File: src/rtl/xuart_tx.sv
// xuart_tx: memory-mapped 8N1 UART transmitter fed by a small circular TX FIFO.
// Define XUART_PARITY_EN to add CTRL[0] and an even-parity bit after the data bits.
module xuart_tx #(
    parameter int DATA_W      = 32,
    parameter int FIFO_ADDR_W = 2,
    parameter int DIV_W       = 16,
    parameter int DIV_RST     = 868
) (
    input  logic              clk,
    input  logic              rst,
    input  logic              sel,
    input  logic              we,
    input  logic [1:0]        addr,
    input  logic [DATA_W-1:0] data_in,
    output logic [DATA_W-1:0] data_out,
    output logic              txd
);
    localparam int DEPTH = 1 << FIFO_ADDR_W;
    localparam logic [FIFO_ADDR_W:0] FULL_CNT = (FIFO_ADDR_W+1)'(DEPTH);

`ifdef XUART_PARITY_EN
    typedef enum logic [2:0] {IDLE, START, DATA, PARITY, STOP} state_t;
`else
    typedef enum logic [1:0] {IDLE, START, DATA, STOP} state_t;
`endif

    logic [7:0]             mem [DEPTH];
    logic [FIFO_ADDR_W-1:0] wr_ptr, rd_ptr;
    logic [FIFO_ADDR_W:0]   count;
    logic                   overflow;
    logic [DIV_W-1:0]       div_q, div_lat, div_lat_n, cnt, cnt_n;
    logic [2:0]             bit_idx, bit_n;
    logic [7:0]             shift, shift_n;
    state_t                 state, state_n;
    logic                   txd_n;
    logic                   wr_en, push, push_ok, pop, full, empty, busy, bit_end;
    logic                   unused_hi;
`ifdef XUART_PARITY_EN
    logic                   ctrl_par, par_en, par_en_n, par_bit, par_bit_n;
`endif

    assign wr_en     = sel & we;
    assign push      = wr_en & (addr == 2'd0);
    assign full      = (count == FULL_CNT);
    assign empty     = (count == '0);
    assign pop       = (state == IDLE) & ~empty;
    // A pop in the same cycle frees a slot, so a full FIFO can still accept.
    assign push_ok   = push & (~full | pop);
    assign busy      = (state != IDLE);
    assign bit_end   = (cnt == '0);
    assign unused_hi = ^data_in[DATA_W-1:DIV_W];

    always_ff @(posedge clk) begin
        if (rst) begin
            wr_ptr   <= '0;
            rd_ptr   <= '0;
            count    <= '0;
            overflow <= 1'b0;
        end else begin
            if (push_ok) begin
                mem[wr_ptr] <= data_in[7:0];
                wr_ptr      <= wr_ptr + FIFO_ADDR_W'(1);
            end
            if (pop)
                rd_ptr <= rd_ptr + FIFO_ADDR_W'(1);
            case ({push_ok, pop})
                2'b10:   count <= count + (FIFO_ADDR_W+1)'(1);
                2'b01:   count <= count - (FIFO_ADDR_W+1)'(1);
                default: ;
            endcase
            if (push && !push_ok)
                overflow <= 1'b1;
            else if (wr_en && addr == 2'd1 && data_in[3])
                overflow <= 1'b0;
        end
    end

    always_ff @(posedge clk) begin
        if (rst) begin
            div_q <= DIV_W'(DIV_RST);
`ifdef XUART_PARITY_EN
            ctrl_par <= 1'b0;
`endif
        end else if (wr_en) begin
            if (addr == 2'd2)
                div_q <= (data_in[DIV_W-1:0] < DIV_W'(2)) ? DIV_W'(2) : data_in[DIV_W-1:0];
`ifdef XUART_PARITY_EN
            if (addr == 2'd3)
                ctrl_par <= data_in[0];
`endif
        end
    end

    always_ff @(posedge clk) begin
        if (rst) begin
            state   <= IDLE;
            cnt     <= '0;
            bit_idx <= '0;
            shift   <= '0;
            div_lat <= DIV_W'(DIV_RST);
            txd     <= 1'b1;
`ifdef XUART_PARITY_EN
            par_en  <= 1'b0;
            par_bit <= 1'b0;
`endif
        end else begin
            state   <= state_n;
            cnt     <= cnt_n;
            bit_idx <= bit_n;
            shift   <= shift_n;
            div_lat <= div_lat_n;
            txd     <= txd_n;
`ifdef XUART_PARITY_EN
            par_en  <= par_en_n;
            par_bit <= par_bit_n;
`endif
        end
    end

    // Divisor and parity enable are snapshotted at the pop so mid-frame
    // register writes only take effect on the following frame.
    always_comb begin
        state_n   = state;
        cnt_n     = cnt;
        bit_n     = bit_idx;
        shift_n   = shift;
        div_lat_n = div_lat;
`ifdef XUART_PARITY_EN
        par_en_n  = par_en;
        par_bit_n = par_bit;
`endif
        case (state)
            IDLE: begin
                if (pop) begin
                    state_n   = START;
                    shift_n   = mem[rd_ptr];
                    div_lat_n = div_q;
                    cnt_n     = div_q - DIV_W'(1);
`ifdef XUART_PARITY_EN
                    par_en_n  = ctrl_par;
                    par_bit_n = ^mem[rd_ptr];
`endif
                end
            end
            START: begin
                if (bit_end) begin
                    state_n = DATA;
                    bit_n   = '0;
                    cnt_n   = div_lat - DIV_W'(1);
                end else begin
                    cnt_n = cnt - DIV_W'(1);
                end
            end
            DATA: begin
                if (bit_end) begin
                    shift_n = {1'b0, shift[7:1]};
                    bit_n   = bit_idx + 3'd1;
                    cnt_n   = div_lat - DIV_W'(1);
                    if (bit_idx == 3'd7) begin
`ifdef XUART_PARITY_EN
                        state_n = par_en ? PARITY : STOP;
`else
                        state_n = STOP;
`endif
                    end
                end else begin
                    cnt_n = cnt - DIV_W'(1);
                end
            end
`ifdef XUART_PARITY_EN
            PARITY: begin
                if (bit_end) begin
                    state_n = STOP;
                    cnt_n   = div_lat - DIV_W'(1);
                end else begin
                    cnt_n = cnt - DIV_W'(1);
                end
            end
`endif
            STOP: begin
                if (bit_end)
                    state_n = IDLE;
                else
                    cnt_n = cnt - DIV_W'(1);
            end
            default: state_n = IDLE;
        endcase

        // txd is registered from the next state so the line never glitches.
        txd_n = 1'b1;
        case (state_n)
            START:   txd_n = 1'b0;
            DATA:    txd_n = shift_n[0];
`ifdef XUART_PARITY_EN
            PARITY:  txd_n = par_bit_n;
`endif
            default: txd_n = 1'b1;
        endcase
    end

    always_comb begin
        data_out = '0;
        if (sel) begin
            case (addr)
                2'd1: begin
                    data_out[0]                 = busy;
                    data_out[1]                 = full;
                    data_out[2]                 = empty;
                    data_out[3]                 = overflow;
                    data_out[4 +: FIFO_ADDR_W+1] = count;
                end
                2'd2: data_out[DIV_W-1:0] = div_q;
`ifdef XUART_PARITY_EN
                2'd3: data_out[0] = ctrl_par;
`endif
                default: ;
            endcase
        end
    end
endmodule

File: config.mk
export PLATFORM = sky130hd
export DESIGN_NAME = xuart_tx
export DESIGN_NICKNAME = d
export VERILOG_FILES = /design/src/rtl/xuart_tx.sv
export SDC_FILE = /design/constraint.sdc
export NUM_CORES = 1
export LEC_CHECK = 0
export ABC_AREA = 1
export CAP_MARGIN = 20
export CORE_MARGIN = 10
export CORE_UTILIZATION = 48
export CTS_BUF_LIST = sky130_fd_sc_hd__clkbuf_8
export CTS_CLUSTER_DIAMETER = 120
export DETAILED_ROUTE_END_ITERATION = 8
export PLACE_DENSITY_LB_ADDON = 0.1
export SETUP_SLACK_MARGIN = 0.4
export SLEW_MARGIN = 20
export SYNTH_ARGS = -nofsm -noshare
export SYNTH_HDL_FRONTEND = slang
export SYNTH_SLANG_ARGS = --single-unit
File: constraint.sdc
create_clock -name clk -period 2.36 [get_ports clk]
set_clock_uncertainty 0.2 [all_clocks]
set_input_delay 0.472 -clock clk [delete_from_list [all_inputs] [get_ports clk]]
set_output_delay 0.472 -clock clk [all_outputs]
set_load 0.01 [all_outputs]
Word-level counts from Yosys, hierarchy flattened
Memories as Yosys holds them, arrays and structs flattened. A register that Yosys moved wholly into a read port is not among the register bits.
Cells that the tools add are included.
Word-level totals
  bits of input ports: 38
  word-level logic and storage cells: 92
  register bits: 70
  output and inout bits: 33
  memories kept: 1
  bits in writable memories: 32
Memories
  mem: words 4, bits a word 8, rd ports 1, clocked after Yosys merged registers in 1, write ports 1, RTL line 27  | logic [7:0] mem [DEPTH];
Operators by class
  bitwise gates (word level): 7
  reductions and logical operators: 19
  add/sub/neg operators: 8
  $lt $le $gt $ge: 1
  equal/unequal tests: 15
  mux-type cells: 29
Operator list (number)
  2-to-1 mux 16 bit: 5
  case mux 16 bit (3 select lines): 1
  subtractor 16 x 1 -> 16 bit, second input constant: 3
  zero test 16 bit: 1
  < comparator 16 x 2 -> 1 bit, second input constant: 1
  2-to-1 mux 8 bit: 2
  case mux 8 bit (2 select lines): 1
  2-to-1 mux 2 bit: 7
  case mux 7 bit (2 select lines): 1
  case mux 3 bit (2 select lines): 2
  == test 2 bit, second input constant: 5
  nonzero test 2 bit: 5
  2-to-1 mux 9 bit: 1
  == test 2 x 1 -> 1 bit, second input constant: 4
  inequality test 2 bit, second input constant: 4
  case mux 2 bit (4 select lines): 1
  adder 3 x 1 -> 3 bit, second input constant: 2
  == test 3 bit, second input constant: 2
  2-to-1 mux 3 bit: 2
  AND reduction 2 bit: 3
  AND reduction 3 bit: 2
  2-to-1 mux 1 bit: 5
  adder 2 x 1 -> 2 bit, second input constant: 2
  AND 1 bit: 4
  9 further kinds: 13

Logic depth before layout (Yosys ltp)
Gate-level depths: netlist of the first run.
  depth in word-level cells: 8
  gate-level depth with buffers: 13
  gate-level depth less buffers: 13

Least setup slack after synthesis of the first run
No wires, ideal clock.
  path kind: reg-to-output
  start point: register state[0]
  end point: output data_out[0]
  required time: 1.688 ns
  buffers on the path: 3
  stages on the path, launching flop included: 9
  path slack: 0.105 ns
  arrival time: 1.583 ns
  cell sequence: dfxtp_1 -> inv_1 -> ha_1 -> buf_2 -> inv_1 -> clkbuf_1 -> buf_2 -> a22oi_1 -> nor2_1
Between the ends
  cells in the longest elaborated chain, start to end: 3
RTL lines
  start, declared: RTL line 34  | state_t state, state_n;
  start signal, assigned: RTL line 107  | state <= state_n;
  nonzero test 2 bit: RTL line 49  | assign busy = (state != IDLE);
  case mux 7 bit (2 select lines): RTL line 204  | case (addr)
  2-to-1 mux 16 bit: RTL line 203  | if (sel) begin
  end, declared: RTL line 15  | output logic [DATA_W-1:0] data_out,
No other way between the ends.

Worst setup path after layout of the first run
Ends and elaborated chain as after synthesis.

==> out/metrics.yaml, run 1 <==
drt:
  drt-pass1-iter-count: 5
  antenna_left: 0
  drc: 0
  wl_per_cell_um: 16.06
  num_vias: 6012
  drt-initial-drc-count: 596
  vias_per_cell: 5.339
  wl_um: 18090
sta:
  setup_viol: 0
  tns_ns: 0
  slew_violations: 0
  rsz0062_at_grt: "yes"
  max_freq_mhz: 496.1
  final_hold_viol_count: 0
  period_needed_ns: 2.016
  period_share_pct: 85.42
floorplan:
  io_pins: 71
  die_y_um: 132.4
  dieArea_um2: 17540
  rows: 41
  core-area_um2: 12520
  start_util_pct: 48.48
  die_w_um: 132.4
placement:
  dpl-instance-area_um2: 6807
  io_buffers: 38
  place_congestion: 0.8941
  hpwl_um: 12730
global_routing:
  antenna_found_initial: 0
  grt_overflow_total: 0
  track_usage_pct: 19.65
  grt_max_degree: 36
  grt_pass1_vias: 5634
  grt_pass1_wl_um: 28520
setup_path:
  arrival_ns: 1.34
  cp.required_ns: 1.69
  path_class: "reg2out"
  cp-end-kind: "output port"
  crit_fanout: 2
  start_kind: "flop"
pwr:
  p_leak_nw: 3.274
  p_per_area_nw_per_um2: 1203
  irDropWorstVdd_uv: 551.9
yosys:
  synthTopCellsByCount: "nand2_1 (187), nor2_1 (99), inv_1 (83), dfxtp_1 (72), a21oi_1 (68)"
  yosysTopAreaCellShare_pct: 23.75
  syn_area_per_cell_um2: 7.216
  yosysMostFrequentCell: "nand2_1"
  synthArstFlopShare_pct: 0
  synth.cell_area_um2: 6068
  synth_seq_cells: 104
  ys_warn_count: 0
  synthTopCellsByArea: "dfxtp_1 (24%), edfxtp_1 (16%), nand2_1 (12%)"
  synth-seq-area-share_pct: 39.59
  synth-edff-count: 32
  synth_area_leader_cell: "dfxtp_1"
  netlist_instances: 841
  synthDistinctLibCells: 44
  synth_top_flop_cell: "dfxtp_1"
clocking:
  htree_levels: 3
  clk_pin_slew_worst_paths_ns: 0.10
  cts_buffers: 9
  cts_buffer_depth: 2
  cts_sinks: 104
  root_buffer: "clkbuf_8"
  cts_tree: "yes"
  clock_latency_ns: 0.40
finish:
  final_nets: 1005
  antenna_cells: 0
  final_cell_area_um2: 7971
  syn_to_final_growth_pct: 31.36
  layout-drive-gt1-share_pct: 29.35
status:
  outcome: "complete, no violations"
job:
  cap_viol_max_count: 0
hold_path:
  hold_class: "reg2reg"
[worst paths after layout]
check             slack [ns]     endpoint       start  depth (start not counted)
hold / removal          0.26   bit_idx[0]  bit_idx[0]                          1
hold reg to reg         0.26   bit_idx[0]  bit_idx[0]                          1
setup / recovery        0.34  data_out[0]    state[0]                          6
setup reg to reg        0.41      cnt[13]      cnt[5]                         10
[state kept, by name (all words and copies together), names as in the netlist, 2 cells and up, named ones only]
name,cells
rd_ptr,2
bit_idx,3
div_q,16
mem,32
cnt,16
state,2
wr_ptr,2
count,3
div_lat,16
shift,8
[placed cells by master (no fill, tap or decap), types with 10 or more instances in the layout]
cell type | netlist | layout
nand2_1 | 187 | 170
nor2_1 | 99 | 78
buf_4 | 16 | 74
inv_1 | 83 | 66
a21oi_1 | 68 | 59
nand3_1 | 50 | 46
dfxtp_1 | 72 | 43
o21ai_0 | 46 | 38
edfxtp_1 | 32 | 32
o21ai_1 | 24 | 25
nor2_4 | 6 | 22
dfxtp_2 | 0 | 18
clkdlybuf4s50_1 | 0 | 18
inv_2 | 5 | 16
conb_1 | 1 | 16
buf_2 | 9 | 15
o211ai_1 | 13 | 13
xor2_1 | 12 | 12
nand2_4 | 1 | 11
nor2_2 | 6 | 11
dfxtp_4 | 0 | 11
ha_1 | 17 | 10
buf_6 | 2 | 10
[layer usage]
metal	track usage (%)	up-vias	routed length, um
li1	-	2977	-
met1	25.80	2793	7956
met2	31.26	210	8521
met3	3.444	32	1127
met4	8.068	0	483
met5	0	-	0
[report_power, final]
part | switching, mW | internal, mW
Sequential | 0.429 | 2.27
Clock | 0.729 | 0.421
Combinational | 3.34 | 2.39
Total | 4.50 | 5.09
[logic make-up (layout without fill, tap and decap cells)]
kind of cell | count (synthesis) | in the layout | synth area share, %
adders and majority gates | 18 | 18 | 3.835
AOI/OAI and AO/OA | 177 | 177 | 16.47
other | 1 | 16 | 0.06180
and+or+nand+nor | 386 | 386 | 27.65
buffers and inverters | 139 | 237 | 10.08
xor gates and xnor gates | 16 | 16 | 2.309
DFF | 104 | 104 | 39.59
[worst max-delay path, cell delays in order, from the launching register on]
cell     delay [ns]
dfxtp_2        0.34
inv_2          0.07
ha_4           0.17
inv_4          0.05
a22oi_2        0.12
nor2_1         0.06
buf_2          0.14
[stage by stage]
step	cells	utilization, %	worst slack [ns]	hold WS, ns	total power [mW]
2_1_floorplan	856	-	0.2926	0.2303	5.620
3_3_place_gp	1062	54.38	-0.4304	0.2447	6.546
3_5_place_dp	1062	54.38	-0.5066	0.2515	6.637
4_1_cts	1094	58.08	0.3525	0.2687	8.247
5_1_grt	1126	63.68	0.2891	0.2904	10.27
6_report	1126	63.68	0.3441	0.2649	9.590
[what timing repair did]
item                                    CTS  global route
buffers inserted                         16            31
hold buffers                              0             0
endpoints found under the setup margin   95            86
cloned                                    0             1
pin swaps                                 5            40
resized for setup                       132           154
[cell type report]
cell class                      instances  area (um2)
Sequential cell                       104        2466
Clock buffer                            9       123.9
Fill cell                            1115        4546
Timing Repair Buffer                  127        1086
Multi-Input combinational cell        613        3612
Clock inverter                          7       70.07
Inverter                               94       397.9
Tap cell                              172       215.2
Power figures use the tool's default switching activity.
==> run 2, diff against run 1 <==
- CORE_UTILIZATION: 48 -> 35
==> run 2 against run 1 <==
  * Core utilization fell by 18 points
  * Largest cell class unchanged
  * Setup slack worse by 0.073 ns
  * Combinational power down 4.9%
==> out/metrics.yaml, run 2 (synthesis gave the netlist of run 1 again) <==
pwr:
  internal_power_mw: 4.954
  p_leak_nw: 3.230
  switching_power_mw: 4.398
  sw_frac_of_total_pct: 47.02
  irDropWorstVdd_uv: 527.2
  combPwrFrac_pct: 58.4
  clkPwrFrac_pct: 13.0
  p_per_area_nw_per_um2: 1184
  pwr-share-seq_pct: 28.7
  power.total_mw: 9.352
global_routing:
  grt_pass1_vias: 5580
  grtUsageMet2_pct: 26.02
  top_usage_layer: "met2"
  grt_pass1_wl_um: 30190
  grt_max_degree: 35
  met1_usage_pct: 22.72
  track_usage_pct: 16.77
  use_met3_pct: 3.386
  antenna_found_initial: 0
  grt_overflow_total: 0
sta:
  period_needed_ns: 2.089
  layout_setup_ws_ns: 0.2711
  slew_violations: 0
  final_hold_viol_count: 0
  maxSlewHeadroom_pct: 62.16
  rsz0062_at_grt: "yes"
  tightest_slew_ns: 0.5668
  setup_viol: 0
  period_share_pct: 88.51
  max_freq_mhz: 478.7
drt:
  wl_per_cell_um: 16.35
  wl_um: 19130
  vias_per_cell: 5.073
  antenna_left: 0
  drt-pass1-iter-count: 5
  drc: 0
  drt-initial-drc-count: 458
  num_vias: 5935
finish:
  fillers: 1738
  final_cell_mix: "nand2_1 (175), nor2_1 (77), buf_4 (67)"
  syn_to_final_growth_pct: 30.17
  antenna_cells: 0
  final_nets: 996
  layout-drive-gt1-share_pct: 28.47
  largest_register_ff_count: 32
  largest_register: "mem"
  final_common_cell: "nand2_1"
clocking:
  hold_buffers: 0
  htree_levels: 3
  cts_sinks: 104
  clk_pin_slew_worst_paths_ns: 0.12
  root_buffer: "clkbuf_8"
  clock_latency_ns: 0.41
  cts_buffers: 9
  cts_tree: "yes"
  cts_buffer_depth: 2
setup_path:
  path_class: "reg2out"
  ff2ff_setup_slack_ns: 0.40
  max_stage_delay_ns: 0.36
  cp.required_ns: 1.69
  start_kind: "flop"
  rr_startpoint: "state[0]"
  arrival_ns: 1.42
  r2r_end: "mem[1][6]"
  slowest_stage: "dfxtp_2"
  crit_chain: "inv_2 > ha_4 > inv_4 > a22oi_2 > nor2_1 > buf_2"
  r2r_cells: 10
  cp-end-kind: "output port"
  crit_fanout: 3
hold_path:
  hold_class: "reg2reg"
  holdPathEnd: "shift[5]"
  worstHoldPathCells: 2
  hold_start: "shift[6]"
floorplan:
  die_y_um: 151.7
  start_util_pct: 35.45
  core-area_um2: 17120
  dieArea_um2: 23010
  die_w_um: 151.7
  io_pins: 71
  rows: 48
status:
  outcome: "complete, no violations"
placement:
  hpwl_um: 14150
  place_congestion: 0.8796
  io_buffers: 38
  dp_worst_setup_slack_ns: -0.4946
job:
  cap_viol_max_count: 0
[run 2: cell types whose count changed in the layout (fill, tap and decap cells not counted), sizes merged]
cell | before | now
clkdlybuf4s50 | 18 | 17
dlygate4sd2 | 0 | 1
clkinv | 4 | 6
bufbuf | 0 | 1
buf | 105 | 96
clkbuf | 11 | 10
clkinvlp | 3 | 1
[run 2: layer usage]
layer  part of all wire [%]  vias up
met2                     45      161
li1                       -     2958
met4                    2.4        0
met5                      0        -
met1                     47     2791
met3                    5.6       25
[run 2: worst max-delay path by stage]
stage	start	endpoint	slack, ns	cells after the start
after global routing	count[2]	data_out[1]	0.24	5
after detailed placement	addr[0]	data_out[0]	-0.49	7
after global placement	addr[0]	data_out[1]	-0.45	6
after floorplan	addr[0]	mem[0][0]	0.29	8
final	state[0]	data_out[0]	0.27	6
after CTS	state[1]	data_out[0]	0.28	6
[run 2: per-stage QoR]
step	instance area, um2	util [%]	setup TNS, ns	std cells	hold WS (ns)
final	7899	46.15	0	1170	0.2722
after global routing	7899	46.15	0	1170	0.2962
after CTS	7447	43.51	0	1144	0.2744
after detailed placement	6905	40.34	-15.96	1116	0.2601
after global placement	6905	40.34	-15.25	1116	0.2447
after floorplan	6173	-	0	856	0.2303
[run 2: layout make-up]
class / instances / area [um2] / share of cell area [%]
inverter: 94 / 382.9 / 4.847
tap: 225 / 281.5 / 3.564
sequential: 104 / 2451 / 31.03
clock buffer: 9 / 123.9 / 1.568
timing repair buffer: 118 / 1006 / 12.74
clock inverter: 7 / 96.34 / 1.220
multi-input combinational: 613 / 3557 / 45.03
[run 2: worst max-delay path: cells and delay by family, from the launching register on]
family	cells	cell delay [ns]
flops	1	0.36
compound gates	1	0.13
buf+inv	3	0.27
simple gates	1	0.06
fa+ha+maj	1	0.19
[run 2: repair_timing]
action	CTS	global route
pin swaps	12	29
setup endpoints to repair	92	76
setup buffers	11	26
gates resized for setup	159	99
endpoints found under the hold margin	0	0
gates cloned	1	0
[run 2: power by group through the flow]
stage               Sequential, mW  Combinational, mW  Clock, mW
CTS                           2.63               4.68       1.24
global placement              2.64               4.14          0
detailed placement            2.64               4.17          0
floorplan                     2.55               3.07          0
finish                        2.68               5.46       1.21
global route                  2.74               6.04       1.31
==> run 3, diff against run 2 <==
--- a/config.mk
+++ b/config.mk
@@ -13,2 +13,3 @@
 export CTS_CLUSTER_DIAMETER = 120
+export CTS_CLUSTER_SIZE = 20
 export DETAILED_ROUTE_END_ITERATION = 8
==> constraint.sdc (replaced) <==
create_clock -name clk -period 2.36 [get_ports clk]
set_clock_uncertainty 0.2 [all_clocks]
set_input_delay 0.59 -clock clk [delete_from_list [all_inputs] [get_ports clk]]
set_output_delay 0.59 -clock clk [all_outputs]
set_load 0.01 [all_outputs]
==> run 3 against run 2 <==
  * Global-route usage shrank 0.73 points
  * Routed wire length shrank 3.6%
  * Clock-buffer cell count is the same
  * Register-to-register slack lost 0.13 ns
  * Sequential share of layout area shrank 1.7 points
  * First-iteration DRC count shrank 11%
  * Setup slack lost 0.22 ns
  * Core utilization grew 2.5 points
  * Non-clock buffer count grew 4
  * Fmax shrank 9.4%
  * Critical path type is now in2out
  * Largest power group unchanged
==> out/metrics.yaml, run 3 (synthesis gave the netlist of run 1 again) <==
status:
  outcome: "complete, no violations"
finish:
  final_common_cell: "nand2_1"
  final_cell_mix: "nand2_1 (171), nor2_1 (78), inv_1 (67)"
  largest_register_ff_count: 32
  antenna_cells: 0
  layout.cells.non_filler: 1178
  largest_register: "mem"
  layout-drive-gt1-share_pct: 29.70
  final_cell_area_um2: 8324
  syn_to_final_growth_pct: 37.18
  final_nets: 1004
  fillers: 1688
drt:
  drt-initial-drc-count: 407
  wl_per_cell_um: 15.65
  antenna_left: 0
  num_vias: 5826
  drt-pass1-iter-count: 6
  drc: 0
  wl_um: 18440
  vias_per_cell: 4.946
setup_path:
  cp.required_ns: 1.57
  slowest_stage: "ha_4"
  path_class: "in2out"
  crit_fanout: 7
  arrival_ns: 1.52
  cp_num_buf_inv: 5
  crit_chain: "buf_6 > buf_12 > inv_16 > ha_4 > buf_8 > nand2_1 > a21oi_2 > buf_2"
  cp-end-kind: "output port"
  path_delay_family: "buffers and inverters"
  max_stage_delay_ns: 0.16
  start_kind: "input pin"
pwr:
  clkPwrFrac_pct: 12.6
  power.total_mw: 9.625
  sw_frac_of_total_pct: 47.31
  internal_power_mw: 5.071
  p_per_area_nw_per_um2: 1156
  irDropWorstVdd_uv: 411.5
  combPwrFrac_pct: 59.3
  pwr-share-seq_pct: 28.0
  switching_power_mw: 4.554
  p_leak_nw: 3.365
placement:
  dpl-instance-area_um2: 7259
  hpwl_um: 13610
  placedCellCount: 1121
  place_congestion: 0.8485
  io_buffers: 38
  dp_worst_setup_slack_ns: -0.7984
clocking:
  root_buffer: "clkbuf_8"
  hold_buffers: 0
  clock_latency_ns: 0.40
  cts_tree: "yes"
  cts_sinks: 104
  htree_levels: 3
  clk_pin_slew_worst_paths_ns: 0.11
  cts_buffer_depth: 2
  cts_buffers: 9
sta:
  maxSlewHeadroom_pct: 62.72
  period_share_pct: 97.75
  final_hold_viol_count: 0
  slew_violations: 0
  setup_viol: 0
  period_needed_ns: 2.307
  layout_setup_ws_ns: 0.05313
  rsz0062_at_grt: "yes"
  max_freq_mhz: 433.5
  tightest_slew_ns: 0.5584
floorplan:
  die_y_um: 151.7
  core-area_um2: 17120
  io_pins: 71
  dieArea_um2: 23010
  rows: 48
  start_util_pct: 35.45
  die_w_um: 151.7
global_routing:
  antenna_found_initial: 0
  grt_overflow_total: 0
  grt_pass1_wl_um: 29300
  grt_pass1_vias: 5482
  track_usage_pct: 16.05
  grt_max_degree: 35
hold_path:
  hold_class: "reg2reg"
job:
  cap_viol_max_count: 0
==> run 3: per-layer routing <==
layer  global-route usage (%)  routed length (um)
met1                    21.58                8519
met3                    2.732                 846
met4                    3.765                 197
met5                        0                   0
met2                    26.24                8878
==> run 3: power groups by stage <==
stage	Clock, mW	Sequential [mW]	Combinational (mW)
4_1_cts	1.25	2.62	4.60
3_5_place_dp	0	2.65	4.21
2_1_floorplan	0	2.55	3.16
3_3_place_gp	0	2.64	4.17
6_report	1.22	2.70	5.71
5_1_grt	1.34	2.76	6.34
==> run 3: path summary, 6_finish.rpt <==
check                                 start     endpoint  slack, ns  depth (start not counted)
worst max-delay path                addr[0]  data_out[2]       0.05                          8
worst min-delay path            div_lat[15]  div_lat[15]       0.27                          2
worst max register to register     state[1]     count[2]       0.27                         12
worst min register to register  div_lat[15]  div_lat[15]       0.27                          2
==> run 3: through the flow <==
step / hold slack, ns / utilization (%) / TNS, ns
after global placement: 0.2424 / 42.41 / -24.03
after CTS: 0.2736 / 45.02 / 0
after floorplan: 0.2307 / - / 0
after global routing: 0.2932 / 48.63 / 0
after detailed placement: 0.2549 / 42.41 / -25.69
final: 0.2729 / 48.63 / 0
==> run 3: timing repair <==
action | 4_1_cts | 5_1_grt
endpoints found under the setup margin | 93 | 85
resized for setup | 124 | 126
buffers inserted | 13 | 24
pin swaps | 15 | 27
cloned | 1 | 3
==> run 3: layout make-up <==
| class | count | area (um2) | share of cell area, % |
|---|---|---|---|
| Multi-Input combinational cell | 613 | 3721 | 44.70 |
| Clock buffer | 9 | 123.9 | 1.488 |
| Clock inverter | 7 | 101.3 | 1.217 |
| Tap cell | 225 | 281.5 | 3.382 |
| Timing Repair Buffer | 122 | 1192 | 14.32 |
| Sequential cell | 104 | 2444 | 29.36 |
| Timing Repair inverter | 4 | 35.03 | 0.4209 |
| Inverter | 94 | 425.4 | 5.110 |
==> run 3: worst reg2reg max path, cell delays in order, from the launching register on <==
cell and delay (ns):
dfxtp_4 0.39, inv_4 0.06, ha_4 0.17, buf_4 0.12, buf_8 0.13, nand2_4 0.09
nor2_4 0.12, inv_2 0.05, fa_2 0.36, nand2_2 0.07, o21ai_2 0.05, o21ai_1 0.13
a21oi_1 0.05
